`config.mk`:
```
export PLATFORM = sky130hd
export DESIGN_NAME = pc_unit
export DESIGN_NICKNAME = d
export VERILOG_FILES = /design/src/rtl/pc_unit.sv
export SDC_FILE = /design/constraint.sdc
export NUM_CORES = 1
export LEC_CHECK = 0
export CAP_MARGIN = 5
export CORE_MARGIN = 8
export CORE_UTILIZATION = 45
export CTS_BUF_LIST = sky130_fd_sc_hd__clkbuf_4 sky130_fd_sc_hd__clkbuf_8 sky130_fd_sc_hd__clkbuf_16
export DETAILED_ROUTE_END_ITERATION = 8
export PLACE_DENSITY = 0.82
export SYNTH_ARGS = -nofsm -noshare
export SYNTH_HDL_FRONTEND = slang
export SYNTH_SLANG_ARGS = --single-unit
export TNS_END_PERCENT = 1
```
`constraint.sdc`:
```
create_clock -name clk -period 4.2 [get_ports clk]
set_clock_uncertainty 0.1 [all_clocks]
set_input_delay 0.84 -clock clk [delete_from_list [all_inputs] [get_ports clk]]
set_output_delay 0.84 -clock clk [all_outputs]
set_load 0.005 [all_outputs]
```
`src/rtl/pc_unit.sv`:
```
// ---------------------------------------------------------------------------
// pc_unit -- program-counter unit for the RV32 core.
//
// Holds the fetch address and picks the next PC from sequential increment,
// EX-stage redirect, trap entry or trap return. Also provides stall, halt,
// a post-reset boot delay, the saved exception PC (epc) and a check that
// rejects misaligned redirect targets.
//
// Ports:
//   clk           in   1     clock, rising edge
//   reset         in   1     asynchronous, active-high
//   stall         in   1     hold PC this cycle (pipeline hazard)
//   halt          in   1     level; enter HALT, PC frozen until deasserted
//   redirect      in   1     taken branch/jump resolved in EX
//   redirect_pc   in   XLEN  branch/jump target
//   trap          in   1     take exception/interrupt this cycle
//   trap_pc       in   XLEN  PC of faulting instruction, saved into epc
//   trap_vector   in   XLEN  handler address
//   mret          in   1     return from handler to epc
//   pc            out  XLEN  current fetch address (registered)
//   pc_plus_step  out  XLEN  pc + STEP, combinational, wraps
//   fetch_valid   out  1     pc is a valid fetch this cycle (registered)
//   epc           out  XLEN  saved exception PC (registered)
//   misaligned    out  1     one-cycle pulse for a rejected redirect target
//   bad_addr      out  XLEN  last rejected redirect target (registered)
// ---------------------------------------------------------------------------
module pc_unit #(
  parameter int unsigned          XLEN        = 32,
  parameter logic [XLEN-1:0]      RESET_ADDR  = '0,
  parameter int unsigned          STEP        = 4,
  parameter int unsigned          ALIGN_BITS  = 2,
  parameter int unsigned          BOOT_CYCLES = 2
) (
  input  logic            clk,
  input  logic            reset,
  input  logic            stall,
  input  logic            halt,
  input  logic            redirect,
  input  logic [XLEN-1:0] redirect_pc,
  input  logic            trap,
  input  logic [XLEN-1:0] trap_pc,
  input  logic [XLEN-1:0] trap_vector,
  input  logic            mret,
  output logic [XLEN-1:0] pc,
  output logic [XLEN-1:0] pc_plus_step,
  output logic            fetch_valid,
  output logic [XLEN-1:0] epc,
  output logic            misaligned,
  output logic [XLEN-1:0] bad_addr
);

  // Boot counter counts 0 .. BOOT_CYCLES-1; the edge on which it sits at the
  // last value is the one that moves the unit into RUN.
  localparam int unsigned CNT_W = (BOOT_CYCLES > 1) ? $clog2(BOOT_CYCLES) : 1;
  localparam logic [CNT_W-1:0] BOOT_LAST = CNT_W'(BOOT_CYCLES - 1);

  // Low-bit mask for the alignment check; works for ALIGN_BITS == 0 as well.
  localparam logic [XLEN-1:0] ALIGN_MASK = (XLEN'(1) << ALIGN_BITS) - XLEN'(1);

  typedef enum logic [1:0] {
    ST_BOOT = 2'd0,
    ST_RUN  = 2'd1,
    ST_HALT = 2'd2
  } state_t;

  state_t            state_r;
  logic [CNT_W-1:0]  boot_cnt_r;
  logic              target_ok_s;

  // Sequential successor and redirect-target alignment check.
  always_comb begin
    pc_plus_step = pc + XLEN'(STEP);
    target_ok_s  = ((redirect_pc & ALIGN_MASK) == {XLEN{1'b0}});
  end

  // Control FSM plus all registered outputs (pc, epc, fetch_valid, misaligned, bad_addr).
  always_ff @(posedge clk or posedge reset) begin
    if (reset) begin
      state_r     <= ST_BOOT;
      boot_cnt_r  <= {CNT_W{1'b0}};
      pc          <= RESET_ADDR;
      epc         <= {XLEN{1'b0}};
      bad_addr    <= {XLEN{1'b0}};
      misaligned  <= 1'b0;
      fetch_valid <= 1'b0;
    end else begin
      // misaligned is a pulse: cleared every cycle unless re-raised below.
      misaligned <= 1'b0;
      case (state_r)
        ST_BOOT: begin
          // Control inputs are ignored while booting; pc stays at RESET_ADDR.
          if (boot_cnt_r == BOOT_LAST) begin
            state_r     <= ST_RUN;
            fetch_valid <= 1'b1;
          end else begin
            boot_cnt_r  <= boot_cnt_r + {{(CNT_W-1){1'b0}}, 1'b1};
          end
        end
        ST_RUN: begin
          if (halt) begin
            // Halt beats redirect/mret/stall; a trap is still taken.
            state_r     <= ST_HALT;
            fetch_valid <= 1'b0;
            if (trap) begin
              pc  <= trap_vector;
              epc <= trap_pc;
            end
          end else if (trap) begin
            pc  <= trap_vector;
            epc <= trap_pc;
          end else if (mret) begin
            pc <= epc;
          end else if (redirect) begin
            if (target_ok_s) begin
              pc <= redirect_pc;
            end else begin
              // Rejected target: fall through sequentially and report it.
              pc         <= pc_plus_step;
              misaligned <= 1'b1;
              bad_addr   <= redirect_pc;
            end
          end else if (!stall) begin
            pc <= pc_plus_step;
          end
        end
        ST_HALT: begin
          // Only trap can move pc while halted; leaving HALT keeps pc as is.
          if (trap) begin
            pc  <= trap_vector;
            epc <= trap_pc;
          end
          if (!halt) begin
            state_r     <= ST_RUN;
            fetch_valid <= 1'b1;
          end
        end
        default: begin
          // Unreachable encoding: restart the boot sequence.
          state_r     <= ST_BOOT;
          boot_cnt_r  <= {CNT_W{1'b0}};
          pc          <= RESET_ADDR;
          fetch_valid <= 1'b0;
        end
      endcase
    end
  end

endmodule
```
==> impl_metrics.json <==
{
  "area_growth_syn_to_layout_pct": 44.6,
  "finalWirelength_mm": 23.8,
  "drt-wirelength-per-cell_um": 23.2,
  "nets": 951,
  "worstSetupPathType": "reg -> out",
  "core_area_um2": 13200,
  "critical_path.cell_chain": "ha_1, inv_1, or4_4, xnor2_2, clkdlybuf4s50_1",
  "synthesis.yosys.warnings": 0,
  "placed_cells_incl_taps": 1008,
  "intPower_mw": 3.50,
  "final.setup.tns_ns": 0,
  "gp_congestion": 0.928,
  "cts_resized": 0,
  "final.fill_count": 1069,
  "crit_fanout": 6,
  "setup_viol": 0,
  "floorplan.initialDensity": 0.462,
  "comb_power_share": 0.515,
  "cap_viol_max_count": 0,
  "post-route-min-period_ns": 3.67,
  "synth_edf_count": 0,
  "worst_hold_path.num_cells": 2,
  "critical_path_buf_inv_count": 2,
  "holdCritPathClass": "reg -> reg",
  "syn_nets": 742,
  "post_layout_nonfiller_instances": 1025,
  "period_utilization_post_route": 0.875,
  "post-route-drc-count": 0,
  "power.share.switching": 0.375,
  "design.die.area_um2": 17600,
  "worst_slew_margin": 0.281,
  "leakage_nw": 3.59,
  "dieWidth_um": 133,
  "ctsHtreeMaxLevel": 3,
  "arrival_ns": 2.73,
  "drt-vias-per-instance": 6.12,
  "synth_top_area_frac": 0.413,
  "postCtsHoldBufs": 0,
  "reg2reg_depth": 7,
  "synthesis.area_um2": 6110,
  "timing.fmax_ghz": 0.272,
  "grt.overflow.total": 0,
  "crit_cells": 5,
  "final_cell_mix": "230 x clkdlybuf4s50_1, 101 x dfrtp_1, 65 x mux2_2",
  "power.density_cell_area_nw_per_um2": 634,
  "report.final.slew_viol_count": 0,
  "num_vias": 6272,
  "tritoncts": "done",
  "clk_transition_reported_paths_ns": 0.08,
  "cpMaxStageDelayCell": "or4_4",
  "async_reset_ff_frac": 1.00,
  "critical_path.top_delay_family": "buffers and inverters",
  "worstSetupEndpointType": "primary output",
  "setup_repair_after_global_routing_missed_its_margin": "no",
  "postRouteAntennaNets": 0,
  "numPortBuffers": 232,
  "seq_power_share": 0.339,
  "clkPwrFrac": 0.146,
  "num_io_pins": 233,
  "buffers_from_clock_root_to_sink_at_most": 2,
  "start_kind": "flip-flop",
  "detailedPlace.worstSlack_ns": 0.786,
  "count_of_buffers_added_by_post_cts_timing_repair_for_setup": 0,
  "final_core_util": 0.668,
  "drt_pre_antenna_iters": 6,
  "ctsRootBufferMaster": "clkbuf_16",
  "maximum_number_of_pins_on_one_net_before_global_route_repair": 56,
  "initial_antenna_violation_count": 1,
  "cp_slowest_stage_delay_ns": 0.58,
  "hpwlAfterDp_mm": 18.1,
  "synth-seq-cells": 101,
  "timing.critical_path.required_ns": 3.26,
  "p_switching_mw": 2.10,
  "yosys-top-cells-area": "dfrtp_1 41%, mux2_2 12%, o21ai_0 3.2%",
  "cts-buffers-inserted": 9,
  "fin_ws_ns": 0.527,
  "dominantRegCellSynth": "dfrtp_1",
  "synth.yosys.seq_area_share": 0.413,
  "grtUsageTotal": 0.267,
  "worst_pin_slew_ns": 1.07,
  "yosys.area.top_type": "dfrtp_1",
  "final_hold_viol_count": 0,
  "drive_above_1_share": 0.149,
  "number_of_global_route_vias_before_repair": 6485,
  "cts.sinks": 101,
  "syn_avg_cell_area_um2": 9.64,
  "insertion_delay_ns": 0.36,
  "mostFrequentLayoutCell": "clkdlybuf4s50_1",
  "outcome": "finished, final reports clean",
  "syn-instance-count": 634,
  "first_pass_grt_wire_length_mm": 37.2,
  "synthDistinctLibCells": 78,
  "die_height_um": 133,
  "detailedRoute.firstIterationViolations": 904,
  "peakVddDrop_mv": 0.396,
  "rows": 42
}
==> state kept, by name, summed over array words and instances, names as in the netlist <==
signal and count:
bad_addr 32, state_r 2, pc 32, misaligned 1
fetch_valid 1, boot_cnt_r 1, epc 32
==> routing by layer <==
metal	vias up	track usage	wire length [um]
met3	57	0.0723	2510
met1	3031	0.329	9180
met5	-	0	0
li1	2776	-	-
met4	0	0.127	884
met2	408	0.425	11200
==> power groups by stage <==
stage               Combinational [mW]  Clock (mW)  Sequential, mW
CTS                               2.89       0.826            1.89
detailed placement                2.87           0            1.90
finish                            2.89       0.817            1.90
global route                      3.09       0.859            1.96
floorplan                         1.31           0            1.78
global placement                  2.81           0            1.86
==> synth_stat cells, types with 3 or more instances <==
library cell  count
o21a_1            3
and4_1            5
a21o_1            4
o221ai_1          4
nand4_1          10
clkbuf_1         27
a21oi_1          21
o21ai_0          39
a2bb2oi_1         3
mux2_2           65
nor3_1           20
or2_2             4
dfrtp_1         101
mux2i_1           5
xnor2_1          13
a22oi_1          19
xor2_1            8
and3_1            5
inv_1            21
nor2b_1           4
o31a_1            3
buf_2            17
or3_1             4
o2111ai_1         4
a221oi_1         10
and2_1            7
o31ai_1          21
and4_2            3
a31oi_1           6
o2bb2ai_1         3
nand2_1          43
nand3_1          17
a211oi_1          5
ha_1              5
o211ai_1          3
nor2_1           47
==> path summary, 6_finish.rpt <==
path | endpoint | start | slack (ns)
worst max-delay path | pc_plus_step[14] | pc[3] | 0.53
worst min-delay path | fetch_valid | fetch_valid | 0.40
min in group asynchronous | bad_addr[2] | reset | 0.85
worst min register to register | fetch_valid | fetch_valid | 0.40
worst max register to register | pc[19] | state_r[0] | 1.21
max in group asynchronous | pc[22] | reset | 2.33
==> area by class of cell <==
cell class	instances	area, um^2	share of cell area
Antenna cell	1	2.50	0.000283
Clock buffer	12	260	0.0294
Clock inverter	4	22.5	0.00255
Inverter	22	85.1	0.00962
Multi-Input combinational cell	462	3300	0.373
Sequential cell	101	2530	0.286
Tap cell	176	220	0.0249
Timing Repair Buffer	247	2420	0.274
==> worst min-delay path, cell delays in order, from the launching register on <==
cell     delay (ns)
dfrtp_1        0.36
nand2_1        0.05
o21ai_0        0.06
==> metrics by stage <==
step | area, um^2 | total power [mW] | hold slack [ns]
2_1_floorplan | 6110 | 3.09 | 0.367
3_3_place_gp | 8550 | 4.67 | 0.365
3_5_place_dp | 8550 | 4.76 | 0.377
4_1_cts | 8840 | 5.60 | 0.398
5_1_grt | 8840 | 5.91 | 0.424
6_report | 8840 | 5.60 | 0.398
==> cells by family (layout without fill, tap and decap cells) <==
group           after synthesis  in the layout  synth area share
simple gates                191            191             0.164
compound gates              174            174             0.201
flops                       101            101             0.413
buf+inv                      71            285            0.0512
mux                          70             70             0.128
xor+xnor                     22             22            0.0327
fa+ha+maj                     5              5            0.0102
other cells                   0              1                 0
(Power assumes the default switching activity.)
